### config.mk
export PLATFORM = sky130hd
export DESIGN_NAME = div_sequencer_flat
export DESIGN_NICKNAME = d
export VERILOG_FILES = /design/src/rtl/div_sequencer_if.sv /design/src/rtl/div_sequencer.sv /design/src/flat_wrapper.sv
export SDC_FILE = /design/constraint.sdc
export NUM_CORES = 2
export LEC_CHECK = 0
export CORE_ASPECT_RATIO = 2
export CORE_MARGIN = 3
export CORE_UTILIZATION = 60
export CTS_CLUSTER_SIZE = 28
export DETAILED_ROUTE_END_ITERATION = 8
export PLACE_DENSITY = 0.8
export SLEW_MARGIN = 20
export SYNTH_ARGS = -nofsm -noshare
export SYNTH_HDL_FRONTEND = slang
export SYNTH_SLANG_ARGS = --single-unit
export TNS_END_PERCENT = 30
### constraint.sdc
create_clock -name clk -period 76.9 [get_ports clk]
set_input_delay 15.38 -clock clk [delete_from_list [all_inputs] [get_ports clk]]
set_output_delay 15.38 -clock clk [all_outputs]
set_load 0.1 [all_outputs]
### src/rtl/div_sequencer_if.sv
// Request/response bundle between the execute stage and the divide sequencer.
// The slave side is the sequencer; the master side is the execute stage.
interface div_sequencer_if #(
    parameter int XLEN = 32
);
    logic            flush;
    logic            in_valid;
    logic            in_ready;
    logic [1:0]      in_op;
    logic [XLEN-1:0] in_a;
    logic [XLEN-1:0] in_b;
    logic            out_valid;
    logic            out_ready;
    logic [XLEN-1:0] out_result;
    logic            busy;

    modport slave (
        input  flush, in_valid, in_op, in_a, in_b, out_ready,
        output in_ready, out_valid, out_result, busy
    );

    modport master (
        output flush, in_valid, in_op, in_a, in_b, out_ready,
        input  in_ready, out_valid, out_result, busy
    );
endinterface

### src/rtl/div_sequencer.sv
// Multicycle controller around a combinational signed divider for DIV/DIVU/REM/REMU,
// with divide-by-zero/overflow shortcuts and a one-entry quotient/remainder cache.
module div_sequencer #(
    parameter int XLEN    = 32,
    parameter int LATENCY = 4
) (
    input  logic           clk,
    input  logic           rst_n,
    div_sequencer_if.slave bus
);
    typedef enum logic [1:0] {
        S_IDLE = 2'd0,
        S_BUSY = 2'd1,
        S_DONE = 2'd2
    } state_t;

    localparam logic [3:0] CNT_INIT = 4'(LATENCY - 2);

    state_t          state_q;
    logic [3:0]      cnt_q;
    logic [XLEN-1:0] a_q;
    logic [XLEN-1:0] b_q;
    logic            sgn_q;
    logic            rem_sel_q;
    logic            out_valid_q;
    logic [XLEN-1:0] out_result_q;
    logic            cache_valid_q;
    logic [XLEN-1:0] cache_a_q;
    logic [XLEN-1:0] cache_b_q;
    logic            cache_sgn_q;
    logic [XLEN-1:0] cache_quo_q;
    logic [XLEN-1:0] cache_rem_q;

    logic            req_sgn_s;
    logic            req_zero_s;
    logic            req_ovf_s;
    logic            req_special_s;
    logic            req_hit_s;
    logic [XLEN-1:0] special_res_s;
    logic [XLEN-1:0] hit_res_s;

    logic signed [XLEN:0] dvd_s;
    logic signed [XLEN:0] dvs_s;
    logic signed [XLEN:0] quo_full_s;
    logic signed [XLEN:0] rem_full_s;
    logic                 unused_s;

    // Classify the incoming request: shortcut results and cache lookup.
    always_comb begin
        req_sgn_s     = ~bus.in_op[0];
        req_zero_s    = (bus.in_b == {XLEN{1'b0}});
        req_ovf_s     = req_sgn_s
                        && (bus.in_a == {1'b1, {(XLEN-1){1'b0}}})
                        && (bus.in_b == {XLEN{1'b1}});
        req_special_s = req_zero_s || req_ovf_s;
        req_hit_s     = cache_valid_q
                        && (cache_a_q == bus.in_a)
                        && (cache_b_q == bus.in_b)
                        && (cache_sgn_q == req_sgn_s);
        hit_res_s     = bus.in_op[1] ? cache_rem_q : cache_quo_q;
        special_res_s = {XLEN{1'b0}};
        if (req_zero_s) begin
            special_res_s = bus.in_op[1] ? bus.in_a : {XLEN{1'b1}};
        end else begin
            special_res_s = bus.in_op[1] ? {XLEN{1'b0}} : bus.in_a;
        end
    end

    // The divider sees only registered operands; one extra bit makes DIVU fit the signed divider.
    assign dvd_s      = sgn_q ? {a_q[XLEN-1], a_q} : {1'b0, a_q};
    assign dvs_s      = sgn_q ? {b_q[XLEN-1], b_q} : {1'b0, b_q};
    assign quo_full_s = dvd_s / dvs_s;
    assign rem_full_s = dvd_s % dvs_s;
    assign unused_s   = quo_full_s[XLEN] ^ rem_full_s[XLEN];

    // Sequencer FSM with registered result, valid and cache entry.
    always_ff @(posedge clk or negedge rst_n) begin
        if (!rst_n) begin
            state_q       <= S_IDLE;
            cnt_q         <= 4'd0;
            a_q           <= {XLEN{1'b0}};
            b_q           <= {XLEN{1'b0}};
            sgn_q         <= 1'b0;
            rem_sel_q     <= 1'b0;
            out_valid_q   <= 1'b0;
            out_result_q  <= {XLEN{1'b0}};
            cache_valid_q <= 1'b0;
            cache_a_q     <= {XLEN{1'b0}};
            cache_b_q     <= {XLEN{1'b0}};
            cache_sgn_q   <= 1'b0;
            cache_quo_q   <= {XLEN{1'b0}};
            cache_rem_q   <= {XLEN{1'b0}};
        end else if (bus.flush) begin
            state_q     <= S_IDLE;
            cnt_q       <= 4'd0;
            out_valid_q <= 1'b0;
        end else begin
            case (state_q)
                S_IDLE: begin
                    if (bus.in_valid) begin
                        a_q       <= bus.in_a;
                        b_q       <= bus.in_b;
                        sgn_q     <= req_sgn_s;
                        rem_sel_q <= bus.in_op[1];
                        if (req_special_s) begin
                            out_result_q <= special_res_s;
                            out_valid_q  <= 1'b1;
                            state_q      <= S_DONE;
                        end else if (req_hit_s) begin
                            out_result_q <= hit_res_s;
                            out_valid_q  <= 1'b1;
                            state_q      <= S_DONE;
                        end else begin
                            cnt_q   <= CNT_INIT;
                            state_q <= S_BUSY;
                        end
                    end
                end
                S_BUSY: begin
                    if (cnt_q == 4'd0) begin
                        cache_valid_q <= 1'b1;
                        cache_a_q     <= a_q;
                        cache_b_q     <= b_q;
                        cache_sgn_q   <= sgn_q;
                        cache_quo_q   <= quo_full_s[XLEN-1:0];
                        cache_rem_q   <= rem_full_s[XLEN-1:0];
                        out_result_q  <= rem_sel_q ? rem_full_s[XLEN-1:0] : quo_full_s[XLEN-1:0];
                        out_valid_q   <= 1'b1;
                        state_q       <= S_DONE;
                    end else begin
                        cnt_q <= cnt_q - 4'd1;
                    end
                end
                S_DONE: begin
                    if (bus.out_ready) begin
                        out_valid_q <= 1'b0;
                        state_q     <= S_IDLE;
                    end
                end
                default: begin
                    out_valid_q <= 1'b0;
                    cnt_q       <= 4'd0;
                    state_q     <= S_IDLE;
                end
            endcase
        end
    end

    assign bus.in_ready   = (state_q == S_IDLE);
    assign bus.busy       = (state_q != S_IDLE);
    assign bus.out_valid  = out_valid_q;
    assign bus.out_result = out_result_q;
endmodule

### src/flat_wrapper.sv
// flat-port wrapper written by rule: the top's interface ports become plain ports
module div_sequencer_flat 
#(
    parameter int XLEN    = 32,
    parameter int LATENCY = 4
)
  (clk, rst_n, bus_flush, bus_in_valid, bus_in_op, bus_in_a, bus_in_b, bus_out_ready, bus_in_ready, bus_out_valid, bus_out_result, bus_busy);
  div_sequencer_if #(.XLEN(XLEN)) bus_i ();
  input  logic clk;
  input  logic rst_n;
  input wire logic [$bits(bus_i.flush)-1:0] bus_flush;
  input wire logic [$bits(bus_i.in_valid)-1:0] bus_in_valid;
  input wire logic [$bits(bus_i.in_op)-1:0] bus_in_op;
  input wire logic [$bits(bus_i.in_a)-1:0] bus_in_a;
  input wire logic [$bits(bus_i.in_b)-1:0] bus_in_b;
  input wire logic [$bits(bus_i.out_ready)-1:0] bus_out_ready;
  output wire logic [$bits(bus_i.in_ready)-1:0] bus_in_ready;
  output wire logic [$bits(bus_i.out_valid)-1:0] bus_out_valid;
  output wire logic [$bits(bus_i.out_result)-1:0] bus_out_result;
  output wire logic [$bits(bus_i.busy)-1:0] bus_busy;
  assign bus_i.flush = bus_flush;
  assign bus_i.in_valid = bus_in_valid;
  assign bus_i.in_op = bus_in_op;
  assign bus_i.in_a = bus_in_a;
  assign bus_i.in_b = bus_in_b;
  assign bus_i.out_ready = bus_out_ready;
  assign bus_in_ready = bus_i.in_ready;
  assign bus_out_valid = bus_i.out_valid;
  assign bus_out_result = bus_i.out_result;
  assign bus_busy = bus_i.busy;
  div_sequencer #(.XLEN(XLEN), .LATENCY(LATENCY)) u_core (.clk(clk), .rst_n(rst_n), .bus(bus_i));
endmodule
==> qor.txt, run 1 <==
Outcome = aborted with a tool error
Failed at = 5_1_grt
Run Error = [ERROR GRT-0116] Global routing finished with congestion. Check the congestion regions in the DRC Viewer.
PortBufs = 105
Final GP Congestion = 1.32
Total gr overflow = 336
Yosys reg bits = 235
DP Worst Slack = -5660 ps
Clk buf depth = 3
Cell count after synthesis = 6,815
Clock Tree Root = clkbuf_16
Mapped Nets = 7,457
Num Clock Sinks = 235
Initial Utilization = 60.8%
Synthesis Warnings = 0
Die W = 208 um
Site Rows = 147
H-tree depth = 1
Post-synth EDFFs = 0
Dpl hpwl = 202,000 um
Ports = 106
CTS hold repair buffers = 0
Die Span Y = 410 um
Global-route wire length before repair = 489,000 um
Post-placement cell area = 57,900 um2
Area of the mapped netlist = 48,900 um2
Largest net degree at the start of global routing = 117
Cts bufs inserted = 17
Asr flop ratio synth = 100%
Sequential area share after synthesis = 12.0%
Most used DFF post-synth = dfrtp_1
Vias in the first global route = 71,185
Count of cell types in the netlist = 112
GRT Overall Usage = 74.5%
Synthesized area per cell = 7.18 um2
==> logic make-up after synthesis <==
kind of cell	synth area share, %
compound gates	29.3
xor+xnor	10.1
fa+ha+maj	14.6
buf+inv	4.01
flops	12.0
mux	5.60
other cells	0.0153
simple gates	24.3
==> through the flow <==
step	TNS [ps]	std cells	hold slack (ps)	util, %
2_1_floorplan	0	6815	434	-
3_3_place_gp	-295460	8648	449	71.8
3_5_place_dp	-452830	8649	456	71.8
4_1_cts	0	8708	489	73.6
==> timing repair <==
| action | 4_1_cts |
|---|---|
| endpoints found under the setup margin | 96 |
| resized for setup | 136 |
| pin swaps | 24 |
| setup buffers | 29 |
==> layer usage <==
| metal | GRT usage [%] | overflow |
|---|---|---|
| met5 | 28.7 | 4 |
| met4 | 78.0 | 140 |
| met3 | 58.5 | 16 |
| met2 | 93.5 | 172 |
| met1 | 70.8 | 4 |
==> synth_stat cells, types with 24 or more instances <==
cell	count	area, um2
mux2i_1	67	671
a211oi_1	81	608
o22ai_1	43	269
buf_1	42	158
nand4_1	114	713
a31oi_1	124	776
o21bai_1	60	450
a21oi_1	631	3160
o211ai_1	71	533
or2_2	52	325
a21boi_0	32	240
nand2_1	733	2750
o31ai_1	54	405
a31o_2	24	210
and4_1	26	228
nand2b_1	55	344
ha_1	570	7130
clkbuf_1	207	777
or3_1	74	463
o21a_1	141	1060
xnor2_1	350	3070
or4_1	24	180
nand3_1	181	906
nor3_1	168	841
o21ai_0	428	2140
inv_1	230	863
xor2_1	217	1900
mux2_2	184	2070
dfrtp_1	235	5880
nor2_1	691	2590
and3_1	65	407
nor2b_1	56	350
nor4_1	82	513
and2_1	48	300
a21o_1	179	1340
==> run 2: changes to the inputs <==
--- a/config.mk
+++ b/config.mk
@@ -5,12 +5,10 @@
 export SDC_FILE = /design/constraint.sdc
 export NUM_CORES = 2
 export LEC_CHECK = 0
-export CORE_ASPECT_RATIO = 2
 export CORE_MARGIN = 3
-export CORE_UTILIZATION = 60
-export CTS_CLUSTER_SIZE = 28
+export CORE_UTILIZATION = 40
 export DETAILED_ROUTE_END_ITERATION = 8
-export PLACE_DENSITY = 0.8
+export PLACE_DENSITY_LB_ADDON = 0.15
 export SLEW_MARGIN = 20
 export SYNTH_ARGS = -nofsm -noshare
 export SYNTH_HDL_FRONTEND = slang
==> constraint.sdc (replaced) <==
create_clock -name clk -period 100 [get_ports clk]
set_input_delay 20 -clock clk [delete_from_list [all_inputs] [get_ports clk]]
set_output_delay 20 -clock clk [all_outputs]
set_load 0.1 [all_outputs]
==> run 2 against run 1 <==
Against the previous run:
- the run now ends clean
- synthesized cell count did not move
- synthesized area did not move
==> qor.txt, run 2 <==
Global-route wire length before repair = 364,000 um
Vias in the first global route = 51,616
Xor and xnor area share after synthesis = 10.1%
Most frequent cells in the layout = 728 x nand2_1, 681 x nor2_1, 627 x a21oi_1, 569 x ha_1, 422 x o21ai_0
Dpl hpwl = 201,000 um
# DRC = 0
Routed wl met2 = 103,000 um
Mapped Nets = 7,457
Worst-Margin Slew = 1300 ps
Die Span Y = 356 um
Initial Utilization = 40.6%
Final setup violation count = 0
CTS hold repair buffers = 0
CTS tree = yes
Final GP Congestion = 1.09
Vias = 56,734
Final Hold Fails = 0
Post-synthesis mux area share = 5.60%
Reg area = 5880 um2
Final ANT Viol Nets = 0
Top-count cell post-synth = nand2_1
Die W = 356 um
DRT met1 WL = 109,000 um
Min-Delay Path Class = reg -> reg
DR WL met3 = 29,600 um
Wire per inst = 30.4 um
Cell count after synthesis = 6,815
Max-Cap Viols = 0
Top layer in use = met4
PortBufs = 105
Ports = 106
CP Data Required Time = 100,400 ps
Synth area leader = ha_1
Largest family of logic cells by synthesized area = compound AO/OA/AOI/OAI gates
Core footprint = 121,000 um2
Synthesis Warnings = 0
Drt pass-1 iters = 9
Largest net degree at the start of global routing = 103
Share of layout cells above drive strength 1 = 8.84%
Top cells by count, synth = 733 x nand2_1, 691 x nor2_1, 631 x a21oi_1, 570 x ha_1, 428 x o21ai_0
Critical path fanouts, max = 41
Clock Tree Root = clkbuf_16
CP dominant cell by count = ha_1
Count of cell types in the netlist = 112
Setup Skew = 26.8 ps
Yosys reg bits = 235
Most used DFF post-synth = dfrtp_1
H-tree depth = 1
Most common cell after layout, fill and taps aside = nand2_1
Total gr overflow = 0
Num Clock Sinks = 235
Cts bufs inserted = 28
Rel. slew slack = 13.6%
Final Cycle Share = 95.8%
Sequential area share after synthesis = 12.0%
CP Data Arrival Time = 96,230 ps
Adder-cell share of the synthesized area = 14.6%
Die Area = 127,000 um2
Hold_ws = 478 ps
GRT Overall Usage = 38.6%
Ranking of synthesized cells by area = ha_1 15%, dfrtp_1 12%, a21oi_1 6.5%
Area of the mapped netlist = 48,900 um2
Antenna violations before repair = 7
Simple logic cell fraction of the synthesized area = 24.3%
Site Rows = 127
Routed vias/inst = 6.71
1st-iter DRT viols = 8,073
Slowest CP cell = or4_1
Area of the multi-input gates = 41,600 um2
# fillers = 12,519
Tmin final = 95,830 ps
Fin. max-slew vios = 0
Outcome = finished clean
Asr flop ratio synth = 100%
Post-synth EDFFs = 0
Clk buf depth = 3
Type of origin of the critical path = register
Nets@finish = 7,464
Yosys top cell area share = 14.6%
Critical path endpoint category = register
Fmax = 10.4 MHz
Area Overhead vs Synth = 9.24%
Clock latency at the later pin of the worst-skew pair = 580 ps
Worst stage delay on the critical path = 680 ps
Total wire length = 257,000 um
Synth Area in Compound Gates = 29.3%
Crit path kind = reg -> reg
Synthesized area per cell = 7.18 um2
Clk slew on worst S/H paths = 60 ps
==> run 2: cell counts after synthesis <==
No cell type changed its count.
==> run 2: metal layers <==
| metal | vias up | global-route usage (%) |
|---|---|---|
| li1 | 25347 | - |
| met1 | 27008 | 54.6 |
| met2 | 3636 | 56.1 |
| met3 | 743 | 7.39 |
| met4 | 0 | 17.9 |
| met5 | - | 0 |
==> run 2: timing repair <==
action,in CTS,in global routing
endpoints found under the setup margin,0,96
setup buffers,0,12
gates resized for setup,0,46
endpoints found under the hold margin,0,0
==> run 2: kinds of logic after synthesis <==
family	Yosys count
AND/OR/NAND/NOR	2467
adder cells (fa/ha/maj)	571
flip-flops	235
XOR/XNOR	567
multiplexers	251
buffers and inverters	510
AO/OA/AOI/OAI	2212
other	2
==> run 2: worst paths after layout <==
| path | end | cells after the start | slack (ps) | start |
|---|---|---|---|---|
| min in group asynchronous | u_core.cache_b_q[20] | 1 | 19440 | rst_n |
| worst min-delay path | u_core.cache_valid_q | 1 | 480 | u_core.cache_valid_q |
| worst max-delay path | u_core.cache_rem_q[31] | 327 | 4170 | u_core.b_q[6] |
| max in group asynchronous | u_core.rem_sel_q | 2 | 78970 | rst_n |
| worst min register to register | u_core.cache_valid_q | 1 | 480 | u_core.cache_valid_q |
| worst max register to register | u_core.cache_rem_q[31] | 327 | 4170 | u_core.b_q[6] |
==> run 2: critical path: cells and delay by family (launching register included) <==
kind                     cells  cell delay (ps)
AO/OA/AOI/OAI              141            40500
XOR/XNOR                     1              350
adder cells (fa/ha/maj)     31            10360
buffers and inverters       24             5960
flip-flops                   1              580
multiplexers                 4             1650
AND/OR/NAND/NOR            126            35830
==> run 2: metrics by stage <==
step / TNS (ps) / instances / setup slack, ps / instance area [um2] / util [%]
final: 0 / 8461 / 4170 / 53500 / 44.3
after floorplan: 0 / 6815 / 18460 / 48900 / -
after global placement: 0 / 8391 / 1810 / 52200 / 43.3
after detailed placement: 0 / 8392 / 2170 / 52200 / 43.3
after global routing: -51.2 / 8456 / -51.2 / 53500 / 44.3
after CTS: 0 / 8444 / 1690 / 53200 / 44.1
==> run 2: area by class of cell <==
cell class / count / share of cell area [%]
clock inverter: 13 / 0.234
multi-input combinational: 6070 / 77.8
inverter: 235 / 1.65
antenna: 5 / 0.0234
tap: 1612 / 3.77
sequential: 235 / 11.0
timing repair buffer: 252 / 4.03
clock buffer: 39 / 1.50
Power of run 2 is left out: the tool's default activity adds up to more than one toggle a clock period on the data nets, which glitch-free logic cannot reach.
